**src/rtl/uart_tx_fifo.sv**
```systemverilog
// UART transmitter with input FIFO, run-time frame format (5..DATABITS data, parity, 1/2 stop).
// Optional break generation is compiled in with `define UART_TX_BREAK_EN (adds input send_break).
module uart_tx_fifo #(
    parameter int DATABITS   = 8,
    parameter int FIFO_DEPTH = 4
) (
    input  logic                          clk,
    input  logic                          reset_n,
    input  logic                          baud_tick,
    input  logic [DATABITS-1:0]           s_data,
    input  logic                          s_valid,
    output logic                          s_ready,
    input  logic [3:0]                    data_len,
    input  logic [1:0]                    parity_mode,
    input  logic                          stop2,
`ifdef UART_TX_BREAK_EN
    input  logic                          send_break,
`endif
    output logic                          tx_line,
    output logic                          busy,
    output logic                          tx_done,
    output logic [$clog2(FIFO_DEPTH):0]   fifo_level,
    output logic [2:0]                    fsm_state
);
    localparam int AW = $clog2(FIFO_DEPTH);
    localparam logic [AW:0] FULL   = (AW + 1)'(FIFO_DEPTH);
    localparam logic [3:0]  MAXLEN = 4'(DATABITS);

    // Handshake: a word moves on every clk edge where s_valid && s_ready; the host
    // must hold s_data stable while s_valid is high and s_ready is low.

    typedef enum logic [2:0] {IDLE, START, DATA, PARITY, STOP} state_t;

    state_t                state;
    logic [DATABITS-1:0]   mem [FIFO_DEPTH];
    logic [AW-1:0]         wr_ptr, rd_ptr;
    logic [AW:0]           level_nxt;
    logic                  push, pop, brk_req, brk_on, stop_end;
    logic [3:0]            len_eff, f_len, bit_cnt;
    logic [DATABITS-1:0]   head_masked, shreg;
    logic                  f_par_en, f_par_bit, f_stop2, stop_cnt;

`ifdef UART_TX_BREAK_EN
    assign brk_req = send_break;
`else
    assign brk_req = 1'b0;
`endif

    assign fsm_state = state;
    assign push      = s_valid && s_ready;
    assign stop_end  = (state == STOP) && (stop_cnt == f_stop2);
    // A pop starts a frame: from IDLE, or chained straight off the final stop tick.
    assign pop = baud_tick && (fifo_level != '0) && !brk_req &&
                 (((state == IDLE) && !brk_on) || stop_end);

    always_comb begin
        len_eff = data_len;
        if (data_len < 4'd5)
            len_eff = 4'd5;
        else if (data_len > MAXLEN)
            len_eff = MAXLEN;
    end

    // Bits above the frame length are zeroed so the parity covers only sent bits.
    always_comb begin
        head_masked = '0;
        for (int i = 0; i < DATABITS; i++)
            if (4'(i) < len_eff)
                head_masked[i] = mem[rd_ptr][i];
    end

    always_comb begin
        level_nxt = fifo_level;
        if (push && !pop)
            level_nxt = fifo_level + 1'b1;
        else if (pop && !push)
            level_nxt = fifo_level - 1'b1;
    end

    always_ff @(posedge clk) begin
        if (push)
            mem[wr_ptr] <= s_data;
    end

    always_ff @(posedge clk or negedge reset_n) begin
        if (!reset_n) begin
            wr_ptr     <= '0;
            rd_ptr     <= '0;
            fifo_level <= '0;
            s_ready    <= 1'b1;
        end else begin
            if (push)
                wr_ptr <= wr_ptr + 1'b1;
            if (pop)
                rd_ptr <= rd_ptr + 1'b1;
            fifo_level <= level_nxt;
            s_ready    <= (level_nxt != FULL);
        end
    end

    always_ff @(posedge clk or negedge reset_n) begin
        if (!reset_n) begin
            state     <= IDLE;
            tx_line   <= 1'b1;
            busy      <= 1'b0;
            tx_done   <= 1'b0;
            shreg     <= '0;
            bit_cnt   <= '0;
            f_len     <= 4'd5;
            f_par_en  <= 1'b0;
            f_par_bit <= 1'b0;
            f_stop2   <= 1'b0;
            stop_cnt  <= 1'b0;
            brk_on    <= 1'b0;
        end else begin
            tx_done <= 1'b0;
            if (baud_tick) begin
                case (state)
                    IDLE: begin
                        if (brk_on) begin
                            if (!brk_req) begin
                                brk_on  <= 1'b0;
                                tx_line <= 1'b1;
                            end
                        end else if (brk_req) begin
                            brk_on  <= 1'b1;
                            tx_line <= 1'b0;
                        end
                    end
                    START: begin
                        tx_line <= shreg[0];
                        shreg   <= shreg >> 1;
                        bit_cnt <= 4'd1;
                        state   <= DATA;
                    end
                    DATA: begin
                        if (bit_cnt == f_len) begin
                            if (f_par_en) begin
                                tx_line <= f_par_bit;
                                state   <= PARITY;
                            end else begin
                                tx_line  <= 1'b1;
                                stop_cnt <= 1'b0;
                                state    <= STOP;
                            end
                        end else begin
                            tx_line <= shreg[0];
                            shreg   <= shreg >> 1;
                            bit_cnt <= bit_cnt + 4'd1;
                        end
                    end
                    PARITY: begin
                        tx_line  <= 1'b1;
                        stop_cnt <= 1'b0;
                        state    <= STOP;
                    end
                    STOP: begin
                        if (!stop_end) begin
                            stop_cnt <= 1'b1;
                        end else begin
                            tx_done <= 1'b1;
                            busy    <= 1'b0;
                            state   <= IDLE;
                        end
                    end
                    default: state <= IDLE;
                endcase
            end
            // Frame start overrides the IDLE/STOP outcome above when a word is popped.
            if (pop) begin
                shreg     <= head_masked;
                f_len     <= len_eff;
                f_par_en  <= (parity_mode == 2'd1) || (parity_mode == 2'd2);
                f_par_bit <= (^head_masked) ^ (parity_mode == 2'd2);
                f_stop2   <= stop2;
                tx_line   <= 1'b0;
                busy      <= 1'b1;
                state     <= START;
            end
        end
    end
endmodule

```
**config.mk**
```make
export PLATFORM = sky130hd
export DESIGN_NAME = uart_tx_fifo
export DESIGN_NICKNAME = d
export VERILOG_FILES = /design/src/rtl/uart_tx_fifo.sv
export SDC_FILE = /design/constraint.sdc
export NUM_CORES = 1
export LEC_CHECK = 0
export CORE_UTILIZATION = 45
export DETAILED_ROUTE_END_ITERATION = 12
export GPL_ROUTABILITY_DRIVEN = 0
export PLACE_DENSITY_LB_ADDON = 0.08
export SYNTH_ARGS = -nofsm -noshare
export SYNTH_HDL_FRONTEND = slang
export SYNTH_SLANG_ARGS = --single-unit
```
**constraint.sdc**
```tcl
create_clock -name clk -period 2.6 [get_ports clk]
set_input_delay 0.26 -clock clk [delete_from_list [all_inputs] [get_ports clk]]
set_output_delay 0.26 -clock clk [all_outputs]
set_load 0.05 [all_outputs]
```
# Yosys cells after proc, flatten, opt, wreduce, memory -nomap -nowiden
# Memory sizes are Yosys's and may differ from the RTL's.
# Index checks and enable logic that the tools add are counted.
# totals
mem_count,1
ram_bits,32
register_bits,34
# classes
eq_ne,17
bitwise,1
n_mux,42
order_cmp,10
n_reduce_logical,26
addsub,5
# memory_table
memory,words,width,rd,rd_ports_with_merged_regs,wr,line_no,text
mem,4,8,1,0,1,35,logic [DATABITS-1:0] mem [FIFO_DEPTH];
# ops
operator,n
$mux 1,24
$mux 8,3
$mux 3,7
$lt 3x4->1 const A,4
$pmux 8 s2,1
$pmux 3 s5,1
$mux 4,3
$ne 3x3->1 const B,4
$reduce_and 3->1,4
$ne 2x2->1 const B,5
$reduce_bool 3->1,3
$lt 1x4->1 const A,2
$lt 2x4->1 const A,2
$pmux 4 s2,1
$reduce_bool 2->1,4
$reduce_xor 8->1,1
$eq 3x2->1 const B,2
$logic_and 1x1->1,6
$pmux 1 s3,2
$reduce_and 5->1,1
$reduce_bool 5->1,1
$add 2x1->2 const B,2
$add 4x1->4 const B,1
$eq 4x4->1,1
other kinds (14),16

# Depth between registers and ports, before layout
# Gate-level depths: netlist of the first run.
# depth
word_depth,8
ltp_mapped,9
ltp_nobuf,8

# Least setup slack after synthesis of the first run
# No wires, ideal clock.
# synth_path
path_type,register to register
startpoint,"register state[0], in the netlist fsm_state[0]"
endpoint,register shreg[5]
period_less_slack_ps,2170
setup_time_ps,136
path_stages_with_launch,8
t_arrival_ps,2034
required_time_ps,2464
setup_slack_ps,430
path_buffers,2
cell_sequence,dfrtp_1 -> buf_2 -> clkinv_1 -> o41a_1 -> and3_1 -> clkbuf_1 -> a222oi_1 -> mux2i_1
# synth_via
elab_chain_len,6
word_cells_on_any_way,14
# synth_lines
element,line_no,text
start: declaration,34,state_t state;
start signal: assignment,103,state <= IDLE;
start signal: assignment,134,state <= DATA;
start signal: assignment,140,state <= PARITY;
$eq 3x3->1,51,assign stop_end = (state == STOP) && (stop_cnt == f_stop2);
$logic_and 1x1->1,51,
$logic_or 1x1->1,54,(((state == IDLE) && !brk_on) || stop_end);
$logic_and 1x1->1,53,assign pop = baud_tick && (fifo_level != '0) && !brk_req &&
$ne 3x3->1 (no line) (tied with other cells),-,
$reduce_and 3->1 (no line),-,
end signal: assignment,132,shreg <= shreg >> 1;
end signal: assignment,148,shreg <= shreg >> 1;
end signal: assignment,171,shreg <= head_masked;
end: declaration,40,"logic [DATABITS-1:0] head_masked, shreg;"
# Parallel ways exist; a longest one is shown, timed or not. The select of a mux whose other input is x is not followed.
# A chain may end at the register's enable or synchronous reset.

# Final worst setup path of the first run
# layout_path
startpoint,register rd_ptr[0]
endpoint,register f_par_bit
# layout_via
elab_chain_len,4
word_cells_on_any_way,11
# layout_lines
element,line_no,text
start: declaration,36,"logic [AW-1:0] wr_ptr, rd_ptr;"
start signal: assignment,95,rd_ptr <= rd_ptr + 1'b1;
$mem_v2 4x8 *,-,
$mux 1,68,if (4'(i) < len_eff)
$reduce_xor 8->1 *,174,f_par_bit <= (^head_masked) ^ (parity_mode == 2'd2);
$xor 1x1->1 *,174,
end signal: assignment,174,
end: declaration,41,"logic f_par_en, f_par_bit, f_stop2, stop_cnt;"
# Every way passes the cells marked *; elsewhere a longest branch is shown, timed or not.

==> results.json, run 1 <==
{
  "final_cells": 359,
  "pre_cts_slack_ps": 367,
  "num_vias": 1999,
  "crit_type": "reg -> reg",
  "htreeDepth": 3,
  "cts_resized": 0,
  "endpoint_kind": "flip-flop",
  "synth_cells": 244,
  "start_kind": "flip-flop",
  "grt.total_usage_pct": 17.9,
  "cts_sinks": 66,
  "r2r_start": "rd_ptr[0]",
  "ys_ff_latch": 66,
  "wl_per_cell_um": 16.1,
  "rows": 29,
  "leakage_uw": 0.00151,
  "cts_hold_buf": 0,
  "die-area_um2": 7240,
  "setup_slack_ps": 525,
  "finalNetCount": 305,
  "dr.pass1.iters": 7,
  "arrival_ps": 2300,
  "antenna_found_initial": 0,
  "tightest_slew_ps": 497,
  "clk_latency_ps": 340,
  "powerDensity_nw_per_um2": 1270,
  "post-cts-setup-buffers": 0,
  "clockRootBuffer": "clkbuf_8",
  "setup_viol": 0,
  "die_h_um": 85.1,
  "ir_drop_mv": 0.724,
  "hold_violations": 0,
  "drt-total-wl_um": 5770,
  "hpwl_um": 3990,
  "yosysWarnings": 0,
  "status": "finished clean",
  "overflow": 0,
  "register_area_um2": 1820,
  "vias_per_cell": 5.57,
  "rsz0062_at_grt": "no",
  "slew_headroom_pct": 66.8,
  "drc": 0,
  "placed_area_um2": 3470,
  "fin_skew_ps": 4.38,
  "die_w_um": 85.1,
  "cp.required_ps": 2820,
  "synth_edf_count": 32,
  "worst-r2r-setup-slack_ps": 520,
  "core_um2": 6490,
  "ys.flop_type": "edfxtp_1",
  "placed_cells": 343,
  "cts_tree": "built",
  "drive_gt1_share_pct": 11.7,
  "ys_types": 44,
  "clk_pin_slew_worst_paths_ps": 80,
  "syn_to_final_growth_pct": 19.8,
  "io_buffers": 28,
  "fmax_mhz": 482,
  "cap_violations": 0,
  "period_share_pct": 79.8,
  "hold_class": "in -> async",
  "multi_input_area_um2": 1200,
  "ys_seq_area_share_pct": 58.5,
  "crit_path_max_fanout": 8,
  "antenna_cells": 0,
  "finalCriticalPeriod_ps": 2080,
  "first_iter_violations": 72,
  "syn_area_um2": 3110,
  "io_pins": 29,
  "numCtsBuffers": 9,
  "rr_worst_depth": 6,
  "rr_endpoint": "f_par_bit",
  "cts_buffer_depth": 2,
  "final_max_slew_viol_count": 0,
  "final_antenna_net_count": 0,
  "syn_area_per_cell_um2": 12.7,
  "async_flop_share_pct": 51.5,
  "start_util_pct": 47.8,
  "fin_setup_tns_ps": 0,
  "whs_ps": 324,
  "grt_pass1_vias": 1966,
  "grt_pass1_wl_um": 9690,
  "syn-num-nets": 272,
  "fin_area_um2": 3720,
  "fill_cells": 529,
  "grt_start_max_net_pins": 35
}
[synth_stat cells, types with 6 or more instances]
cell | instances | area, um2
o21ai_0 | 10 | 50.1
clkbuf_1 | 7 | 26.3
ha_1 | 9 | 113
inv_1 | 9 | 33.8
nor2_1 | 17 | 63.8
nand2_1 | 19 | 71.3
and3_1 | 7 | 43.8
a22o_1 | 7 | 61.3
edfxtp_1 | 32 | 961
xor2_1 | 7 | 61.3
a21oi_1 | 11 | 55.1
xnor2_1 | 13 | 114
a222oi_1 | 6 | 60.1
dfrtp_1 | 30 | 751
[layer usage]
metal	track usage (%)	wire length (um)	vias up
li1	-	-	978
met4	9.71	80	0
met2	27.1	2670	39
met5	0	0	-
met3	3.89	231	8
met1	24.2	2790	974
[sequential cells by signal, summed over array words and instances (netlist names)]
signal      cells
f_par_en        1
stop_cnt        1
s_ready         1
f_len           4
fifo_level      3
bit_cnt         4
tx_done         1
f_par_bit       1
busy            1
shreg           8
rd_ptr          2
fsm_state       3
f_stop2         1
tx_line         1
mem            32
wr_ptr          2
[cell type report]
type / count / area share [%]
tap: 77 / 2.59
inverter: 10 / 1.01
sequential: 66 / 48.8
clock inverter: 7 / 3.36
clock buffer: 9 / 3.33
multi-input combinational: 156 / 32.1
timing repair buffer: 34 / 8.74
[how the worst max path moves through the flow]
stage                       from       endpoint  depth (start not counted)
CTS                    rd_ptr[0]      f_par_bit                          6
finish                 rd_ptr[0]      f_par_bit                          6
floorplan           fsm_state[0]       shreg[5]                          7
detailed placement     baud_tick        s_ready                          7
global route           rd_ptr[0]      f_par_bit                          6
global placement       baud_tick  fifo_level[1]                          7
[per-stage QoR]
step | total power [uW] | util [%]
5_1_grt | 5030 | 57.3
2_1_floorplan | 3190 | -
6_report | 4710 | 57.3
4_1_cts | 4740 | 57.3
3_5_place_dp | 3660 | 53.5
3_3_place_gp | 3640 | 53.5
[worst max-delay path: stages (launching register included)]
cell     delay [ps]
dfrtp_1         620
buf_4           210
mux4_1          580
xor2_1          170
a21oi_1         180
xnor2_1         130
o21ai_1          70
[power breakdown]
part	leakage, uW	internal (uW)	switching, uW
clock network	0.000124	647	435
registers	0.000700	1450	322
logic	0.000682	871	985
[logic make-up (layout without fill, tap and decap cells)]
kind of cell    count (synthesis)  in the layout  share of synthesized area, %
flops                          66             66                          58.5
simple gates                   60             60                          9.07
compound gates                 55             55                          12.7
buf+inv                        22             60                          2.98
xor+xnor                       20             20                          5.64
mux                            12             12                          7.53
fa+ha+maj                       9              9                          3.63
[cells in the final DEF, fill, tap and decap left out, types with 3 or more instances in the layout]
master / Yosys / layout
dfrtp_1: 30 / 30
clkdlybuf4s50_1: 0 / 28
clkbuf_8: 0 / 9
o211ai_1: 3 / 3
inv_1: 9 / 9
nor2_1: 17 / 17
a22o_1: 7 / 7
o31ai_1: 5 / 5
a21oi_1: 11 / 11
ha_1: 9 / 9
edfxtp_1: 32 / 32
nand2_1: 19 / 19
xor2_1: 7 / 7
a222oi_1: 6 / 6
bufinv_16: 0 / 3
xnor2_1: 13 / 13
buf_4: 0 / 6
mux4_2: 5 / 5
nand3_1: 5 / 5
mux4_1: 3 / 3
dfstp_2: 4 / 4
and3_1: 7 / 7
o21ai_0: 10 / 10
No activity file was read; power rests on OpenSTA's default activity.
==> run 2: changes to the inputs <==
Clock period 2.6 ns to 1.7 ns, I/O delays scaled along.
==> run 2 against run 1 <==
Against the previous run: the run now ends with setup timing left; sequential power is 50% higher; via count is 8.9% higher; die area is the same; clock power rose by 25%; clock skew increased by 6.8 ps; highest routed layer unchanged.
==> results.json, run 2 (synthesis results as in run 1) <==
{
  "antenna_found_initial": 0,
  "rr_endpoint": "f_par_bit",
  "cts_sinks": 66,
  "drive_gt1_share_pct": 38.2,
  "endpoint_kind": "flip-flop",
  "r2r_start": "rd_ptr[0]",
  "finalNetCount": 350,
  "status": "complete, but fails checks",
  "largest_reg_flops": 32,
  "crit_top_cell": "xnor2_1",
  "start_kind": "flip-flop",
  "final_core_util_pct": 66.1,
  "drc": 0,
  "placed_area_um2": 3760,
  "fmax_mhz": 526,
  "setup_slack_ps": -201,
  "violations": "setup timing",
  "start_util_pct": 47.8,
  "top_regs": "mem: 32 flops, shreg: 8 flops",
  "path_cells": "buf_6 > mux4_2 > xnor2_2 > xnor2_1 > xnor2_1 > xnor2_1 > o21ai_1",
  "period_share_pct": 112,
  "grt_pass1_wl_um": 10600,
  "grt_pass1_vias": 2171,
  "final_antenna_net_count": 0,
  "crit_type": "reg -> reg",
  "hold_class": "in -> async",
  "cp.required_ps": 1920,
  "wl_per_cell_um": 16.0,
  "antenna_cells": 0,
  "tightest_slew_ps": 621,
  "grt_start_max_net_pins": 35,
  "critPathMaxStageDelay_ps": 530,
  "fin_skew_ps": 11.2,
  "slew_headroom_pct": 58.4,
  "drt-total-wl_um": 6480,
  "hold_violations": 0,
  "overflow": 0,
  "die_w_um": 85.1,
  "grt.total_usage_pct": 19.3,
  "syn_to_final_growth_pct": 38.2,
  "first_iter_violations": 178,
  "worst-r2r-setup-slack_ps": -200,
  "clk_latency_ps": 330,
  "clockRootBuffer": "clkbuf_8",
  "crit_path_max_fanout": 4,
  "die_h_um": 85.1,
  "crit_start": "rd_ptr[0]",
  "clk_pin_slew_worst_paths_ps": 80,
  "final_common_cell": "buf_4",
  "dr.pass1.iters": 4,
  "regMostFlops": "mem",
  "numCtsBuffers": 9,
  "rows": 29,
  "vias_per_cell": 5.39,
  "rr_worst_depth": 7,
  "io_buffers": 28,
  "fin_area_um2": 4290,
  "final_max_slew_viol_count": 0,
  "die-area_um2": 7240,
  "arrival_ps": 2120,
  "powerDensity_nw_per_um2": 1910,
  "cap_violations": 0,
  "pre_cts_slack_ps": -241,
  "htreeDepth": 3,
  "rsz0062_at_grt": "yes",
  "cts_buffer_depth": 2,
  "mostFrequentLayoutCells": "46 x buf_4, 32 x edfxtp_1, 24 x dfrtp_1, 19 x clkdlybuf4s50_1, 16 x nand2_1",
  "num_vias": 2176,
  "io_pins": 29,
  "core_um2": 6490,
  "cp_slowest_cell": "mux4_2",
  "crit_end": "f_par_bit",
  "hpwl_um": 4410,
  "cts_tree": "built",
  "setup_viol": 13,
  "ir_drop_mv": 0.909,
  "finalCriticalPeriod_ps": 1900,
  "leakage_uw": 0.00178,
  "report.power.total_uw": 8210
}
[run 2: changes by cell type in the layout (fill, tap and decap cells not counted), moves of 6 or more]
| cell | previous run | this run |
|---|---|---|
| buf_6 | 0 | 7 |
| dfrtp_1 | 30 | 24 |
| clkdlybuf4s50_1 | 28 | 19 |
| buf_4 | 6 | 46 |
| dfrtp_2 | 0 | 6 |
[run 2: area by class of cell]
| class | count | area (um2) |
|---|---|---|
| Clock inverter | 6 | 66.3 |
| Tap cell | 77 | 96.3 |
| Sequential cell | 66 | 1820 |
| Clock buffer | 10 | 138 |
| Timing Repair Buffer | 78 | 727 |
| Fill cell | 494 | 2200 |
| Multi-Input combinational cell | 157 | 1400 |
| Inverter | 10 | 38.8 |
[run 2: where the power goes]
group	switching (uW)	internal (uW)	total, uW
sequential	427	2240	2670
clock	628	717	1350
combinational	2020	2180	4200
[run 2: metrics by stage]
| step | cells | setup TNS [ps] | hold slack (ps) |
|---|---|---|---|
| global placement | 375 | -2970 | 465 |
| global route | 404 | -3160 | 217 |
| CTS | 394 | -1180 | 209 |
| finish | 404 | -1260 | 203 |
| detailed placement | 375 | -3030 | 468 |
| floorplan | 244 | -1140 | -126 |
[run 2: what timing repair did]
| item | in CTS | in global routing |
|---|---|---|
| endpoints found under the setup margin | 18 | 23 |
| pin swaps | 14 | 29 |
| hold buffers | 0 | 0 |
| gates resized for setup | 15 | 39 |
| cloned | 1 | 0 |
| buffers inserted | 2 | 11 |
[run 2: worst min-delay path by stage]
stage                             to  cells after the start  slack, ps      from
final                        tx_done                      2        200   reset_n
after global routing      bit_cnt[2]                      2        220   reset_n
after CTS                 bit_cnt[2]                      2        210   reset_n
after detailed placement    f_len[0]                      2        470  f_len[0]
after global placement      f_len[0]                      2        460  f_len[0]
after floorplan           bit_cnt[0]                      0       -130   reset_n
[run 2: critical path: cells and delay by family, from the launching register on]
| family | cells | cell delay [ps] |
|---|---|---|
| AOI/OAI and AO/OA | 1 | 80 |
| muxes | 1 | 530 |
| DFF | 1 | 410 |
| buffers and inverters | 1 | 130 |
| xor gates and xnor gates | 4 | 650 |
[run 2: routing by layer]
layer  GRT usage [%]  share of wire [%]  vias up  wire length (um)
met3            3.02                3.3        8               214
met1            26.0                 46     1068              2970
met2            31.7                 50       41              3220
li1                -                  -     1059                 -
met4            7.40                1.1        0                72
met5               0                  0        -                 0
==> run 3: changes to the inputs <==
Settings changed: ABC_CLOCK_PERIOD_IN_PS set to 1700, CTS_CLUSTER_DIAMETER set to 30.
==> results of run 3 <==
Final layout, timing and power as in run 2 (identical DEF).
